===== config.mk =====
export PLATFORM = sky130hd
export DESIGN_NAME = i2c_debug_target_flat
export DESIGN_NICKNAME = d
export VERILOG_FILES = /design/src/rtl/i2c_debug_target_if.sv /design/src/rtl/i2c_debug_target.sv /design/src/flat_wrapper.sv
export SDC_FILE = /design/constraint.sdc
export NUM_CORES = 1
export LEC_CHECK = 0
export ABC_CLOCK_PERIOD_IN_PS = 4300
export CAP_MARGIN = 20
export CORE_UTILIZATION = 55
export CTS_BUF_LIST = sky130_fd_sc_hd__clkbuf_16
export CTS_CLUSTER_DIAMETER = 100
export DETAILED_ROUTE_END_ITERATION = 10
export HOLD_SLACK_MARGIN = 0.1
export MAX_ROUTING_LAYER = met4
export PLACE_DENSITY = 0.79
export REMOVE_ABC_BUFFERS = 1
export SLEW_MARGIN = 20
export SYNTH_ARGS = -nofsm -noshare
export SYNTH_HDL_FRONTEND = slang
export SYNTH_SLANG_ARGS = --single-unit
export TNS_END_PERCENT = 50

===== constraint.sdc =====
create_clock -name cpu_clk -period 4.3 [get_ports cpu_clk]
set_clock_uncertainty 0.15 [all_clocks]
set_input_delay 0.43 -clock cpu_clk [delete_from_list [all_inputs] [get_ports cpu_clk]]
set_output_delay 0.43 -clock cpu_clk [all_outputs]
set_load 0.02 [all_outputs]

===== src/rtl/i2c_debug_target_if.sv =====
// Pin-level and debug-window signals shared between the I2C debug target
// and the chip top level (or a bench acting as controller and top level).
interface i2c_debug_target_if;
    logic       scl_in;
    logic       sda_in;
    logic       sda_oe;
    logic [3:0] reg_idx;
    logic [7:0] reg_data;
    logic [7:0] ctrl;
    logic       busy;

    modport slave (
        input  scl_in,
        input  sda_in,
        input  reg_data,
        output sda_oe,
        output reg_idx,
        output ctrl,
        output busy
    );

    modport master (
        output scl_in,
        output sda_in,
        output reg_data,
        input  sda_oe,
        input  reg_idx,
        input  ctrl,
        input  busy
    );
endinterface


===== src/rtl/i2c_debug_target.sv =====
// I2C target exposing a 16-entry debug byte window plus one writable control
// register at index 4'hF. SCL/SDA are oversampled on cpu_clk.
//
// state      | meaning
// -----------+-----------------------------------------------------------
// S_IDLE     | bus idle or reset, waiting for START
// S_ADDR     | shifting in address byte
// S_ADDR_ACK | ACKing our address, then entering write or read
// S_WR_DATA  | shifting in a write byte (pointer first, then data)
// S_WR_ACK   | ACKing a write byte
// S_RD_DATA  | driving a read byte, MSB first
// S_RD_ACK   | waiting for controller ACK/NACK
// S_IGNORE   | not addressed or NACKed, SDA released until START/STOP
module i2c_debug_target #(
    parameter logic [6:0] ADDR = 7'h2A
) (
    input  logic              cpu_clk,
    input  logic              rst,
    i2c_debug_target_if.slave bus
);

    typedef enum logic [2:0] {
        S_IDLE, S_ADDR, S_ADDR_ACK, S_WR_DATA,
        S_WR_ACK, S_RD_DATA, S_RD_ACK, S_IGNORE
    } state_t;

    state_t     r_state, w_state_nxt;
    logic       r_scl_s1, r_scl_s2, r_scl_h;
    logic       r_sda_s1, r_sda_s2, r_sda_h;
    logic [2:0] r_bit_cnt, w_bit_cnt_nxt;
    logic [7:0] r_shift, w_shift_nxt;
    logic       r_rw, w_rw_nxt;
    logic       r_ack_drv, w_ack_drv_nxt;
    logic       r_ptr_loaded, w_ptr_loaded_nxt;
    logic       r_sda_oe, w_sda_oe_nxt;
    logic [3:0] r_reg_idx, w_reg_idx_nxt;
    logic [7:0] r_ctrl, w_ctrl_nxt;
    logic       r_busy, w_busy_nxt;

    logic       w_scl_rise, w_scl_fall, w_start, w_stop;
    logic [7:0] w_byte, w_load;

    // Synchronizers and history flops; reset to the idle-high bus level so
    // leaving reset never fakes an edge.
    always_ff @(posedge cpu_clk or posedge rst) begin
        if (rst) begin
            r_scl_s1 <= 1'b1; r_scl_s2 <= 1'b1; r_scl_h <= 1'b1;
            r_sda_s1 <= 1'b1; r_sda_s2 <= 1'b1; r_sda_h <= 1'b1;
        end else begin
            r_scl_s1 <= bus.scl_in; r_scl_s2 <= r_scl_s1; r_scl_h <= r_scl_s2;
            r_sda_s1 <= bus.sda_in; r_sda_s2 <= r_sda_s1; r_sda_h <= r_sda_s2;
        end
    end

    assign w_scl_rise = r_scl_s2 & ~r_scl_h;
    assign w_scl_fall = ~r_scl_s2 & r_scl_h;
    assign w_start    = r_scl_s2 & r_scl_h & r_sda_h & ~r_sda_s2;
    assign w_stop     = r_scl_s2 & r_scl_h & ~r_sda_h & r_sda_s2;
    assign w_byte     = {r_shift[6:0], r_sda_s2};
    assign w_load     = (r_reg_idx == 4'hF) ? r_ctrl : bus.reg_data;

    // State and datapath registers; reset releases SDA immediately.
    always_ff @(posedge cpu_clk or posedge rst) begin
        if (rst) begin
            r_state      <= S_IDLE;
            r_bit_cnt    <= 3'd0;
            r_shift      <= 8'h00;
            r_rw         <= 1'b0;
            r_ack_drv    <= 1'b0;
            r_ptr_loaded <= 1'b0;
            r_sda_oe     <= 1'b0;
            r_reg_idx    <= 4'h0;
            r_ctrl       <= 8'h00;
            r_busy       <= 1'b0;
        end else begin
            r_state      <= w_state_nxt;
            r_bit_cnt    <= w_bit_cnt_nxt;
            r_shift      <= w_shift_nxt;
            r_rw         <= w_rw_nxt;
            r_ack_drv    <= w_ack_drv_nxt;
            r_ptr_loaded <= w_ptr_loaded_nxt;
            r_sda_oe     <= w_sda_oe_nxt;
            r_reg_idx    <= w_reg_idx_nxt;
            r_ctrl       <= w_ctrl_nxt;
            r_busy       <= w_busy_nxt;
        end
    end

    // Next-state decode; START/STOP override any coincident SCL edge.
    always_comb begin
        w_state_nxt = r_state;
        if (w_start) begin
            w_state_nxt = S_ADDR;
        end else if (w_stop) begin
            w_state_nxt = S_IDLE;
        end else begin
            case (r_state)
                S_ADDR:     if (w_scl_rise && r_bit_cnt == 3'd7)
                                w_state_nxt = (w_byte[7:1] == ADDR) ? S_ADDR_ACK : S_IGNORE;
                S_ADDR_ACK: if (w_scl_fall && r_ack_drv)
                                w_state_nxt = r_rw ? S_RD_DATA : S_WR_DATA;
                S_WR_DATA:  if (w_scl_rise && r_bit_cnt == 3'd7) w_state_nxt = S_WR_ACK;
                S_WR_ACK:   if (w_scl_fall && r_ack_drv) w_state_nxt = S_WR_DATA;
                S_RD_DATA:  if (w_scl_fall && r_bit_cnt == 3'd7) w_state_nxt = S_RD_ACK;
                S_RD_ACK:   if (w_scl_rise && r_sda_s2) w_state_nxt = S_IGNORE;
                            else if (w_scl_fall) w_state_nxt = S_RD_DATA;
                default:    w_state_nxt = r_state;
            endcase
        end
    end

    // Datapath and output updates; SDA only moves on SCL fall, START or STOP.
    always_comb begin
        w_bit_cnt_nxt    = r_bit_cnt;
        w_shift_nxt      = r_shift;
        w_rw_nxt         = r_rw;
        w_ack_drv_nxt    = r_ack_drv;
        w_ptr_loaded_nxt = r_ptr_loaded;
        w_sda_oe_nxt     = r_sda_oe;
        w_reg_idx_nxt    = r_reg_idx;
        w_ctrl_nxt       = r_ctrl;
        if (w_start) begin
            w_bit_cnt_nxt    = 3'd0;
            w_ptr_loaded_nxt = 1'b0;
            w_sda_oe_nxt     = 1'b0;
            w_ack_drv_nxt    = 1'b0;
        end else if (w_stop) begin
            w_sda_oe_nxt  = 1'b0;
            w_ack_drv_nxt = 1'b0;
        end else begin
            case (r_state)
                S_ADDR: if (w_scl_rise) begin
                    w_shift_nxt   = w_byte;
                    w_bit_cnt_nxt = r_bit_cnt + 3'd1;
                    if (r_bit_cnt == 3'd7) begin
                        w_rw_nxt      = r_sda_s2;
                        w_ack_drv_nxt = 1'b0;
                    end
                end
                S_ADDR_ACK: if (w_scl_fall) begin
                    w_bit_cnt_nxt = 3'd0;
                    if (!r_ack_drv) begin
                        w_sda_oe_nxt  = 1'b1;
                        w_ack_drv_nxt = 1'b1;
                    end else if (r_rw) begin
                        w_shift_nxt  = w_load;
                        w_sda_oe_nxt = ~w_load[7];
                    end else begin
                        w_sda_oe_nxt = 1'b0;
                    end
                end
                S_WR_DATA: if (w_scl_rise) begin
                    w_shift_nxt   = w_byte;
                    w_bit_cnt_nxt = r_bit_cnt + 3'd1;
                    if (r_bit_cnt == 3'd7) begin
                        w_ack_drv_nxt = 1'b0;
                        if (!r_ptr_loaded) begin
                            w_reg_idx_nxt    = w_byte[3:0];
                            w_ptr_loaded_nxt = 1'b1;
                        end else begin
                            if (r_reg_idx == 4'hF) w_ctrl_nxt = w_byte;
                            w_reg_idx_nxt = r_reg_idx + 4'd1;
                        end
                    end
                end
                S_WR_ACK: if (w_scl_fall) begin
                    if (!r_ack_drv) begin
                        w_sda_oe_nxt  = 1'b1;
                        w_ack_drv_nxt = 1'b1;
                    end else begin
                        w_sda_oe_nxt  = 1'b0;
                        w_bit_cnt_nxt = 3'd0;
                    end
                end
                S_RD_DATA: if (w_scl_fall) begin
                    if (r_bit_cnt == 3'd7) begin
                        w_sda_oe_nxt  = 1'b0;
                        w_reg_idx_nxt = r_reg_idx + 4'd1;
                        w_bit_cnt_nxt = 3'd0;
                    end else begin
                        w_shift_nxt   = {r_shift[6:0], 1'b0};
                        w_sda_oe_nxt  = ~r_shift[6];
                        w_bit_cnt_nxt = r_bit_cnt + 3'd1;
                    end
                end
                S_RD_ACK: if (w_scl_fall) begin
                    // A NACK has already left via the rising edge.
                    w_shift_nxt   = w_load;
                    w_sda_oe_nxt  = ~w_load[7];
                    w_bit_cnt_nxt = 3'd0;
                end
                default: w_sda_oe_nxt = 1'b0;
            endcase
        end
    end

    // busy follows the addressed-transaction states, registered with them.
    always_comb begin
        w_busy_nxt = 1'b0;
        case (w_state_nxt)
            S_ADDR_ACK, S_WR_DATA, S_WR_ACK, S_RD_DATA, S_RD_ACK: w_busy_nxt = 1'b1;
            default: w_busy_nxt = 1'b0;
        endcase
    end

    assign bus.sda_oe  = r_sda_oe;
    assign bus.reg_idx = r_reg_idx;
    assign bus.ctrl    = r_ctrl;
    assign bus.busy    = r_busy;

endmodule


===== src/flat_wrapper.sv =====
// flat-port wrapper written by rule: the top's interface ports become plain ports
module i2c_debug_target_flat 
#(
    parameter logic [6:0] ADDR = 7'h2A
)
  (cpu_clk, rst, bus_scl_in, bus_sda_in, bus_reg_data, bus_sda_oe, bus_reg_idx, bus_ctrl, bus_busy);
  i2c_debug_target_if bus_i ();
  input  logic cpu_clk;
  input  logic rst;
  input wire logic [$bits(bus_i.scl_in)-1:0] bus_scl_in;
  input wire logic [$bits(bus_i.sda_in)-1:0] bus_sda_in;
  input wire logic [$bits(bus_i.reg_data)-1:0] bus_reg_data;
  output wire logic [$bits(bus_i.sda_oe)-1:0] bus_sda_oe;
  output wire logic [$bits(bus_i.reg_idx)-1:0] bus_reg_idx;
  output wire logic [$bits(bus_i.ctrl)-1:0] bus_ctrl;
  output wire logic [$bits(bus_i.busy)-1:0] bus_busy;
  assign bus_i.scl_in = bus_scl_in;
  assign bus_i.sda_in = bus_sda_in;
  assign bus_i.reg_data = bus_reg_data;
  assign bus_sda_oe = bus_i.sda_oe;
  assign bus_reg_idx = bus_i.reg_idx;
  assign bus_ctrl = bus_i.ctrl;
  assign bus_busy = bus_i.busy;
  i2c_debug_target #(.ADDR(ADDR)) u_core (.cpu_clk(cpu_clk), .rst(rst), .bus(bus_i));
endmodule

== Word-level counts from Yosys, hierarchy flattened ==
Cells that the tools add are included.
Word-level totals
  logic and storage cells: 153
  input bits: 12
  register bits after elaboration: 36
  output and inout port bits: 14
Cells by class
  bitwise gates (word level): 15
  reduce and logical (&&, ||, !) cells: 23
  multiplexer cells: 59
  eq/ne operators: 38
  $add $sub $neg: 2
Operator list (count)
  $mux W3: 19
  $mux W7: 7
  $ne A4 B1 Y1 const B: 7
  $pmux W7 S4: 1
  $eq A3 B3 Y1 const B: 7
  $mux W1: 21
  $reduce_and A7 Y1: 3
  $mux W4: 5
  $ne A2 B1 Y1 const B: 10
  $ne A3 B1 Y1 const B: 6
  $pmux W3 S6: 1
  $eq A3 B2 Y1 const B: 4
  $pmux W3 S4: 1
  $reduce_and A10 Y1: 1
  $reduce_and A5 Y1: 2
  $mux W8: 1
  $not A1 Y1: 8
  $pmux W4 S2: 1
  $reduce_and A4 Y1: 2
  $reduce_bool A2 Y1: 4
  $reduce_bool A4 Y1: 2
  $and A1 B1 Y1: 7
  $eq A7 B6 Y1 const B: 1
  $reduce_or A2 Y1: 3
  other kinds (10): 13

== Depth between registers and ports, before layout ==
Gate-level depths: netlist of the first run.
  depth in word-level cells: 10
  mapped depth: 8

== Least setup slack after synthesis of the first run ==
Ideal clock, no wire load.
  path kind: flip-flop to flip-flop
  start: register u_core.r_bit_cnt[0]
  end: register u_core.r_busy, in the netlist u_core.bus.busy
  cell stages (with the launch flop): 8
  required time: 4.030 ns
  period minus slack after synthesis: 2.120 ns
  slack: 2.180 ns
  arrival time: 1.849 ns
  path buffers: 1
  cell sequence: dfrtp_1 > ha_1 > ha_1 > clkbuf_1 > and4bb_2 > nor4_1 > o21ai_0 > o211a_1
On the way
  cells in the longest elaborated chain, start to end: 9
Ends and longest elaborated chain
  start: declaration: line i2c_debug_target.sv:30  | logic [2:0] r_bit_cnt, w_bit_cnt_nxt;
  start signal: assignment: line i2c_debug_target.sv:77  | r_bit_cnt <= w_bit_cnt_nxt;
  $eq A3 B3 Y1 (*): line i2c_debug_target.sv:98, i2c_debug_target.sv:102, i2c_debug_target.sv:104
  $logic_and A1 B1 Y1, on equally long branches: line i2c_debug_target.sv:104, i2c_debug_target.sv:98, i2c_debug_target.sv:102
  $mux W3, on equally long branches: line i2c_debug_target.sv:104, i2c_debug_target.sv:98, i2c_debug_target.sv:102
  $pmux W3 S6 (*): line i2c_debug_target.sv:97  | case (r_state)
  $mux W3 (*): line i2c_debug_target.sv:94  | end else if (w_stop) begin
  $mux W3 (*): line i2c_debug_target.sv:92  | if (w_start) begin
  $eq A3 B2 Y1 / $eq A3 B3 Y1 (equally long branches): line i2c_debug_target.sv:200  | case (w_state_nxt)
  $reduce_or A5 Y1 (*): line i2c_debug_target.sv:200
  $mux W1 (*): line i2c_debug_target.sv:200
  named net u_core.w_busy_nxt: line i2c_debug_target.sv:38  | logic r_busy, w_busy_nxt;
  end signal: assignment: line i2c_debug_target.sv:85  | r_busy <= w_busy_nxt;
  end: declaration: line i2c_debug_target.sv:38
The timed path passes the listed nets; every way through them passes the cells marked *.
A chain may end at the register's enable or synchronous reset.

== Worst setup path after layout of the first run ==
Same ends and word-level chain as after synthesis.

==> results of run 1 <==
[worst max-delay path: cells and delay by family, from the launching register on]
family | cells | cell delay [ns]
AO/OA/AOI/OAI | 2 | 0.39
adder cells (fa/ha/maj) | 2 | 0.53
AND/OR/NAND/NOR | 2 | 0.79
flip-flops | 1 | 0.40
[synth_stat cells, drive strengths merged, types with 4 or more instances]
master | n | area [µm²]
a21oi | 14 | 70.1
o21ai | 16 | 83.8
nand2b | 4 | 25.0
nor3b | 4 | 35.0
dfstp | 6 | 158
inv | 5 | 18.8
mux2 | 16 | 180
mux2i | 10 | 100
buf | 7 | 36.3
dfrtp | 30 | 751
nor2 | 14 | 52.6
nand2 | 17 | 63.8
[final timing paths]
kind                              endpoint  slack [ns]  depth (start not counted)
setup reg to reg           u_core.bus.busy        1.92                          6
setup / recovery           u_core.bus.busy        1.92                          6
max in group asynchronous  u_core.r_sda_s1        3.24                          3
hold reg to reg            u_core.r_sda_s2        0.21                          0
hold / removal             u_core.r_sda_s2        0.21                          0
min in group asynchronous  u_core.bus.busy        0.42                          3
[power groups by stage]
stage | combinational, µW | clock (µW) | sequential, µW
6_report | 318 | 334 | 510
5_1_grt | 352 | 358 | 521
4_1_cts | 318 | 341 | 507
3_5_place_dp | 318 | 0 | 511
3_3_place_gp | 303 | 0 | 508
2_1_floorplan | 235 | 0 | 490
[cell type report]
type	count	area [µm²]
tap	46	57.6
clock buffer	5	125
fill	267	1000
inverter	5	18.8
timing repair buffer	26	258
sequential	36	908
clock inverter	2	8.76
multi-input combinational	145	1040
[layer usage]
metal  routed length [µm]  GRT usage, %
met2                 2140          39.5
met4                   42          9.59
met5                    0             -
met3                  171          4.38
met1                 1930          31.6
[logic make-up (layout without fill, tap and decap cells)]
group	Yosys count	in the layout	share of synthesized area, %
AND/OR/NAND/NOR	61	61	16.5
AO/OA/AOI/OAI	53	53	18.4
flip-flops	36	36	45.1
multiplexers	26	26	13.9
buffers and inverters	15	38	3.29
adder cells (fa/ha/maj)	3	3	1.86
XOR/XNOR	2	2	0.870
[sequential cells by signal, indices dropped and copies added (netlist names)]
| register | cells |
|---|---|
| u_core.bus.busy | 1 |
| u_core.bus.reg_idx | 4 |
| u_core.r_bit_cnt | 3 |
| u_core.r_rw | 1 |
| u_core.r_ack_drv | 1 |
| u_core.bus.ctrl | 8 |
| u_core.r_scl_s2 | 1 |
| u_core.r_scl_h | 1 |
| u_core.r_sda_h | 1 |
| u_core.r_ptr_loaded | 1 |
| u_core.r_shift | 7 |
| u_core.r_sda_s1 | 1 |
| u_core.r_scl_s1 | 1 |
| u_core.bus.sda_oe | 1 |
| u_core.r_sda_s2 | 1 |
| u_core.r_state | 3 |
[through the flow]
stage	utilization, %	area (µm²)
floorplan	-	1970
global placement	66.8	2280
detailed placement	66.8	2280
CTS	70.7	2420
global route	70.7	2420
finish	70.7	2420
==> flow_summary.yaml, run 1 <==
power:
  design_power_total_uw: 1160
  vdd_drop_max_uv: 368
  p_comb_share_pct: 27.4
  p_per_area_nw_per_um2: 481
  p_int_uw: 780
  pwr-share-clk_pct: 28.7
  p_seq_share_pct: 43.9
  swShare_pct: 32.9
  power.leakage_uw: 0.00106
  p_switching_uw: 382
timing:
  hold_viol: 0
  tns_ns: 0
  worst_slew_pin_slew_ns: 0.669
  timing.final.crit_share_pct: 55.4
  hold_ws_ns: 0.207
  rsz0062_at_grt: "false"
  max_freq_mhz: 420
  relSlewSlack_pct: 55.4
  period_needed_ns: 2.38
  setup_viol: 0
  finalMaxSlewViolations: 0
  worst_slack_ns: 1.92
clock_network:
  hold_buffers: 0
  cts_root_buf: "clkbuf_16"
  postCtsResizedCells: 0
  cts_made_buffers: 5
  clock_latency_ns: 0.28
  htreeDepth: 2
  cts_sinks: 36
  cts_tree: "done"
  clk_path_buf_depth: 2
  clk_pin_slew_worst_paths_ns: 0.05
  cts_setup_buffers: 0
drt:
  drc: 0
  drt_wl_total_um: 4280
  postRouteAntennaNets: 0
  wl_per_cell_um: 16.2
  drt-vias-per-instance: 6.06
  firstDrtPassIters: 4
  drt_iter0_drc: 87
  via_count: 1607
global_routing:
  grt_pass1_wl_um: 7200
  grt_pass1_vias: 1535
  grtUsageTotal_pct: 24.9
  grt_max_degree: 37
  grt_remaining_overflow: 0
  antenna_found_initial: 0
synthesis:
  postSynthAreaPerCell_um2: 10.3
  synth.cell_area_um2: 2010
  yosys_register_bits: 36
  synth_ff_type: "dfrtp_1"
  synthArstFlopShare_pct: 100
  ys_warn_count: 0
  synth_cell_types: 50
  synth_edf_count: 0
  yosysSeqAreaShare_pct: 45.1
  netlist_instances: 196
die:
  initial_utilization_pct: 59.0
  dieArea_um2: 3910
  die_h_um: 62.5
  die_w_um: 62.5
  coreArea_um2: 3420
  io_pins: 26
  num_rows: 21
setup_path:
  critPathMaxStageDelay_ns: 0.48
  cp_data_arrival_time_ns: 2.40
  worstSetupPathType: "reg -> reg"
  crit_path_end_kind: "flop"
  crit_path_start: "u_core.r_bit_cnt[0]"
  crit-reg2reg-launch: "u_core.r_bit_cnt[0]"
  crit_top_cell: "ha_1"
  critPathMaxFanout: 8
  critPathRequiredTime_ns: 4.32
  cp-start-kind: "flop"
  crit_chain: "ha_1, ha_1, and4bb_2, nor4_1, o21ai_0, o211a_1"
  slowest_stage: "nor4_1"
min_path:
  min-delay-start: "u_core.r_sda_s1"
  hold_class: "reg -> reg"
job:
  drv_cap: 0
outcome:
  outcome: "complete, no violations"
placement:
  portBuffers: 25
  dp.cells: 258
  gp_congestion: 0.900
  place_ws_ns: 1.95
  dp.final_hpwl_um: 3050
finish:
  fin_cells: 265
  n_antenna_cell: 0
  drive_gt1_share_pct: 18.3
  most-common-layout-cells: "dfrtp_1, clkdlybuf4s50_1, nand2_1"
  synthToLayoutAreaGrowth_pct: 19.9
  layout_commonest_cell: "dfrtp_1"
  nets: 234
Note: power is estimated with default switching activity, not from simulation.
==> run 2: changes to the inputs <==
Settings changed: ABC_CLOCK_PERIOD_IN_PS 4300 to 1900, CORE_UTILIZATION 55 to 49, PLACE_DENSITY 0.79 to 0.75.
Clock period 4.3 ns to 1.9 ns, I/O delays scaled along.
==> run 2 against run 1 <==
  * The run now ends with negative setup slack left
  * First-iteration DRC count increased by 8.0%
  * Setup slack got worse by 2.1 ns
  * Global-route usage increased by 5.2 points
  * Routed wire length up 39%
  * Cell area is 23% higher
  * Flip-flop and latch count did not move
  * Sequential share of layout area fell by 7.0 points
  * Hold slack worse by 0.040 ns
  * Final cell count is 16% higher
  * Non-clock buffer count is 40 higher
  * Critical path type unchanged
==> flow_summary.yaml, run 2 (synthesis results as in run 1) <==
setup_path:
  critPathMaxFanout: 7
  r2r_end: "u_core.r_shift[1]"
  crit_path_start: "u_core.r_scl_s2"
  crit_path_end_kind: "flop"
  cp_data_arrival_time_ns: 2.06
  critPathRequiredTime_ns: 1.91
  worstRegToRegCells: 7
  crit-reg2reg-launch: "u_core.r_scl_s2"
  worstSetupPathType: "reg -> reg"
  cp-start-kind: "flop"
  r2r_slack_ns: -0.15
clock_network:
  htreeDepth: 2
  clock_latency_ns: 0.28
  cts_root_buf: "clkbuf_16"
  clk_path_buf_depth: 2
  clk_pin_slew_worst_paths_ns: 0.06
  cts_sinks: 36
  cts_tree: "done"
  cts_made_buffers: 5
power:
  design_power_total_uw: 3320
  vdd_drop_max_uv: 662
  power.leakage_uw: 0.00134
  p_per_area_nw_per_um2: 1120
drt:
  wl_met2_um: 3080
  postRouteAntennaNets: 0
  drt_iter0_drc: 94
  wl_met1_um: 2570
  firstDrtPassIters: 4
  top_layer_used: "met4"
  drc: 0
  via_count: 1810
  drt_wl_total_um: 5950
  route.met3.wl_um: 202
  drt-vias-per-instance: 5.88
  wl_per_cell_um: 19.3
timing:
  hold_viol: 0
  timing.final.crit_share_pct: 108
  finalMaxSlewViolations: 0
  setup_viol: 25
  worst_slew_pin_slew_ns: 0.519
  max_freq_mhz: 489
  relSlewSlack_pct: 64.9
  period_needed_ns: 2.05
  rsz0062_at_grt: "true"
  worst_slack_ns: -0.147
placement:
  gp_congestion: 0.870
  portBuffers: 25
  dp.final_hpwl_um: 4010
die:
  initial_utilization_pct: 53.0
  die_h_um: 66.1
  dieArea_um2: 4370
  die_w_um: 66.1
  io_pins: 26
  num_rows: 22
  coreArea_um2: 3800
finish:
  utilization_pct: 78.2
  most-common-layout-cells: "buf_4, dfrtp_1, clkdlybuf4s50_1"
  nFillCells: 232
  layout_commonest_cell: "buf_4"
  n_antenna_cell: 0
  seq_area_um2: 908
  nets: 274
  largest_reg_flops: 8
  synthToLayoutAreaGrowth_pct: 47.4
  multi_input_comb_area_um2: 1210
  drive_gt1_share_pct: 37.7
min_path:
  whs_path_depth: 1
  min-delay-start: "bus_scl_in"
  hold_class: "in -> reg"
  holdPathEnd: "u_core.r_scl_s1"
global_routing:
  grt_pass1_vias: 1869
  grtUsageTotal_pct: 30.1
  grt_max_degree: 23
  grt_pass1_wl_um: 9360
  antenna_found_initial: 0
  grt_remaining_overflow: 0
outcome:
  failed_checks: "negative setup slack"
  outcome: "complete, but fails checks"
job:
  drv_cap: 0
-- run 2: per-stage QoR --
step / setup TNS, ns / worst slack (ns) / instances / area (µm²) / hold slack [ns]
finish: -2.13 / -0.147 / 308 / 2970 / 0.167
floorplan: -2.29 / -0.184 / 186 / 1970 / 0.0445
detailed placement: -2.86 / -0.211 / 296 / 2580 / 0.201
CTS: -1.39 / -0.0945 / 306 / 2890 / 0.170
global placement: -2.06 / -0.228 / 296 / 2580 / 0.196
global route: -3.44 / -0.182 / 308 / 2970 / 0.181
-- run 2: what timing repair did --
item / 4_1_cts / 5_1_grt
pin swaps: 11 / 8
setup buffers: 2 / 1
endpoints found under the setup margin: 23 / 26
endpoints found under the hold margin: 9 / 0
hold buffers: 1 / 0
gates cloned: 0 / 1
gates resized for setup: 28 / 18
-- run 2: critical path: stages (launching register included) --
cell and delay, ns:
dfstp_2 0.56, nor3b_4 0.24, buf_6 0.14, o21ai_2 0.05, o31a_2 0.16, a2bb2oi_4 0.16, buf_12 0.15, mux2_4 0.30
-- run 2: report_power, final --
part | internal (µW) | switching, µW
combinational | 665 | 574
clock | 623 | 334
sequential | 923 | 196
-- run 2: worst max path at each step --
stage | end | cells past startpoint
2_1_floorplan | u_core.bus.ctrl[0] | 5
3_3_place_gp | u_core.bus.busy | 6
3_5_place_dp | u_core.bus.busy | 7
4_1_cts | u_core.r_shift[1] | 6
5_1_grt | u_core.r_shift[5] | 7
6_report | u_core.r_shift[1] | 7
-- run 2: area by class of cell --
class,instances,share of cell area (%)
Multi-Input combinational cell,145,40.6
Inverter,5,0.632
Clock buffer,5,4.21
Clock inverter,3,1.56
Tap cell,48,2.02
Sequential cell,36,30.6
Timing Repair Buffer,66,20.4
-- run 2: per-layer routing --
layer  global-route usage, %  up-vias
li1                        -      840
met1                    36.3      914
met2                    52.2       46
met3                    4.83       10
met4                    8.24        0
met5                       -        -
==> run 3: changes to the inputs <==
Settings changed: CAP_MARGIN 20 to default, CORE_ASPECT_RATIO from default to 1.4, GPL_TIMING_DRIVEN from default to 0.
==> run 3 against run 2 <==
  * The run still ends with negative setup slack left
  * Utilization is 12 points lower
  * First-iteration DRC count is 40% lower
  * Fmax is 0.69% lower
  * Register-to-register slack hardly changed
  * Clock power is 20% lower
  * Combinational power is 32% lower
  * Die area hardly changed
  * Non-clock buffer count is 32 lower
  * Sequential power hardly changed
  * Global-route usage is 7.8 points lower
  * Critical path depth is 2 lower
  * Routed wire length is 24% lower
==> flow_summary.yaml, run 3 (synthesis results as in run 1) <==
finish:
  most-common-layout-cells: "dfrtp_1, clkdlybuf4s50_1, nand2_1"
  n_antenna_cell: 0
  synthToLayoutAreaGrowth_pct: 29.0
  fin_area_um2: 2600
  layout_commonest_cell: "dfrtp_1"
  largest_reg_flops: 8
  drive_gt1_share_pct: 28.1
  nets: 242
global_routing:
  grt_pass1_vias: 1607
  grtUsageTotal_pct: 22.3
  grt_remaining_overflow: 0
  grt_max_degree: 37
  antenna_found_initial: 0
  grt_pass1_wl_um: 7470
die:
  initial_utilization_pct: 51.4
  io_pins: 26
  dieArea_um2: 4380
  die_h_um: 77.9
  die_w_um: 56.2
  num_rows: 27
  coreArea_um2: 3920
setup_path:
  critPathMaxFanout: 7
  cp-start-kind: "flop"
  crit_family: "compound AO/OA/AOI/OAI gates"
  r2r_slack_ns: -0.16
  crit_chain: "and4bb_2, o21ai_2, o31a_4, a2bb2oi_4, mux2_2"
  crit-reg2reg-launch: "u_core.r_scl_s2"
  crit_path_end_kind: "flop"
  slowest_stage: "dfstp_2"
  cp_data_arrival_time_ns: 2.06
  worstRegToRegCells: 5
  path_buf_inv: 0
  r2r_end: "u_core.r_shift[1]"
  worstSetupPathType: "reg -> reg"
  critPathRequiredTime_ns: 1.90
  critPathMaxStageDelay_ns: 0.56
timing:
  relSlewSlack_pct: 50.5
  worst_slack_ns: -0.161
  worst_slew_pin_slew_ns: 0.741
  rsz0062_at_grt: "true"
  tns_ns: -2.77
  timing.final.crit_share_pct: 108
  max_freq_mhz: 485
  setup_viol: 22
  hold_viol: 0
  period_needed_ns: 2.06
  hold_ws_ns: 0.171
  finalMaxSlewViolations: 0
clock_network:
  hold_buffers: 0
  cts_sinks: 36
  cts_root_buf: "clkbuf_16"
  cts_made_buffers: 5
  cts_tree: "done"
  clock_latency_ns: 0.27
  clk_path_buf_depth: 2
  clk_pin_slew_worst_paths_ns: 0.05
  htreeDepth: 2
power:
  power.leakage_uw: 0.00111
  p_per_area_nw_per_um2: 1060
  swShare_pct: 33.3
  p_seq_share_pct: 41.5
  pwr-share-clk_pct: 27.7
  p_switching_uw: 919
  p_comb_share_pct: 30.7
  p_int_uw: 1840
  vdd_drop_max_uv: 958
placement:
  dp.final_hpwl_um: 2860
  place_ws_ns: -0.419
  placed_cell_area_um2: 2270
  portBuffers: 25
  gp_congestion: 0.846
drt:
  wl_per_cell_um: 16.8
  drc: 0
  via_count: 1631
  firstDrtPassIters: 4
  drt_iter0_drc: 56
  drt_wl_total_um: 4540
  postRouteAntennaNets: 0
  drt-vias-per-instance: 6.02
min_path:
  min-delay-start: "bus_scl_in"
  hold_class: "in -> reg"
  holdPathEnd: "u_core.r_scl_s1"
  whs_path_depth: 1
outcome:
  outcome: "complete, but fails checks"
  failed_checks: "negative setup slack"
job:
  drv_cap: 0
## run 3: changes by cell type in the layout (fill, tap and decap cells not counted), moves of 2 or more
cell | before | now
mux2_2 | 1 | 8
nand2b_4 | 2 | 0
ha_2 | 0 | 2
buf_12 | 2 | 0
a21oi_1 | 11 | 13
mux2_4 | 15 | 8
a21oi_2 | 3 | 1
buf_6 | 5 | 0
nand3_1 | 3 | 1
dfrtp_2 | 0 | 3
dfrtp_1 | 30 | 27
buf_4 | 33 | 9
## run 3: final cells by class
type | count | area (µm²)
clock buffer | 5 | 125
clock inverter | 3 | 11.3
fill | 315 | 1320
inverter | 5 | 18.8
multi-input combinational | 145 | 1160
sequential | 36 | 912
tap | 43 | 53.8
timing repair buffer | 34 | 318
## run 3: stage by stage
| step | total power, µW | util [%] | instances |
|---|---|---|---|
| 3_3_place_gp | 1840 | 58.0 | 254 |
| 2_1_floorplan | 1640 | - | 186 |
| 5_1_grt | 2920 | 66.3 | 271 |
| 4_1_cts | 2690 | 65.0 | 268 |
| 3_5_place_dp | 1860 | 58.0 | 254 |
| 6_report | 2760 | 66.3 | 271 |
## run 3: worst register-to-register path: stages, from the launching register on
cell and delay [ns]:
dfstp_2 0.56, and4bb_2 0.27, o21ai_2 0.15, o31a_4 0.19
a2bb2oi_4 0.26, mux2_2 0.37
## run 3: how the worst max path moves through the flow
stage	from	end	slack, ns	depth (start not counted)
global placement	u_core.r_state[2]	u_core.bus.ctrl[4]	-0.40	5
finish	u_core.r_scl_s2	u_core.r_shift[1]	-0.16	5
CTS	u_core.r_scl_s2	u_core.r_shift[5]	-0.15	5
detailed placement	u_core.r_scl_s2	u_core.bus.ctrl[4]	-0.42	5
global route	u_core.r_bit_cnt[0]	u_core.r_shift[3]	-0.23	6
floorplan	u_core.bus.reg_idx[0]	u_core.bus.ctrl[0]	-0.18	5
## run 3: power by group through the flow
stage | sequential (µW) | clock, µW | combinational, µW
3_5_place_dp | 1160 | 0 | 704
2_1_floorplan | 1110 | 0 | 532
3_3_place_gp | 1160 | 0 | 681
6_report | 1150 | 766 | 849
4_1_cts | 1160 | 778 | 759
5_1_grt | 1180 | 816 | 922
## run 3: timing repair
| action | CTS | global route |
|---|---|---|
| gates resized for setup | 25 | 8 |
| endpoints found under the setup margin | 26 | 26 |
| pin swaps | 3 | 4 |
| setup buffers | 6 | 3 |
## run 3: routing by layer
| layer | GRT usage, % | up-vias | routed length (µm) |
|---|---|---|---|
| met5 | - | - | 0 |
| met4 | 9.51 | 0 | 93 |
| met3 | 3.17 | 8 | 109 |
| met2 | 38.2 | 35 | 2430 |
| met1 | 25.8 | 808 | 1910 |
| li1 | - | 780 | - |
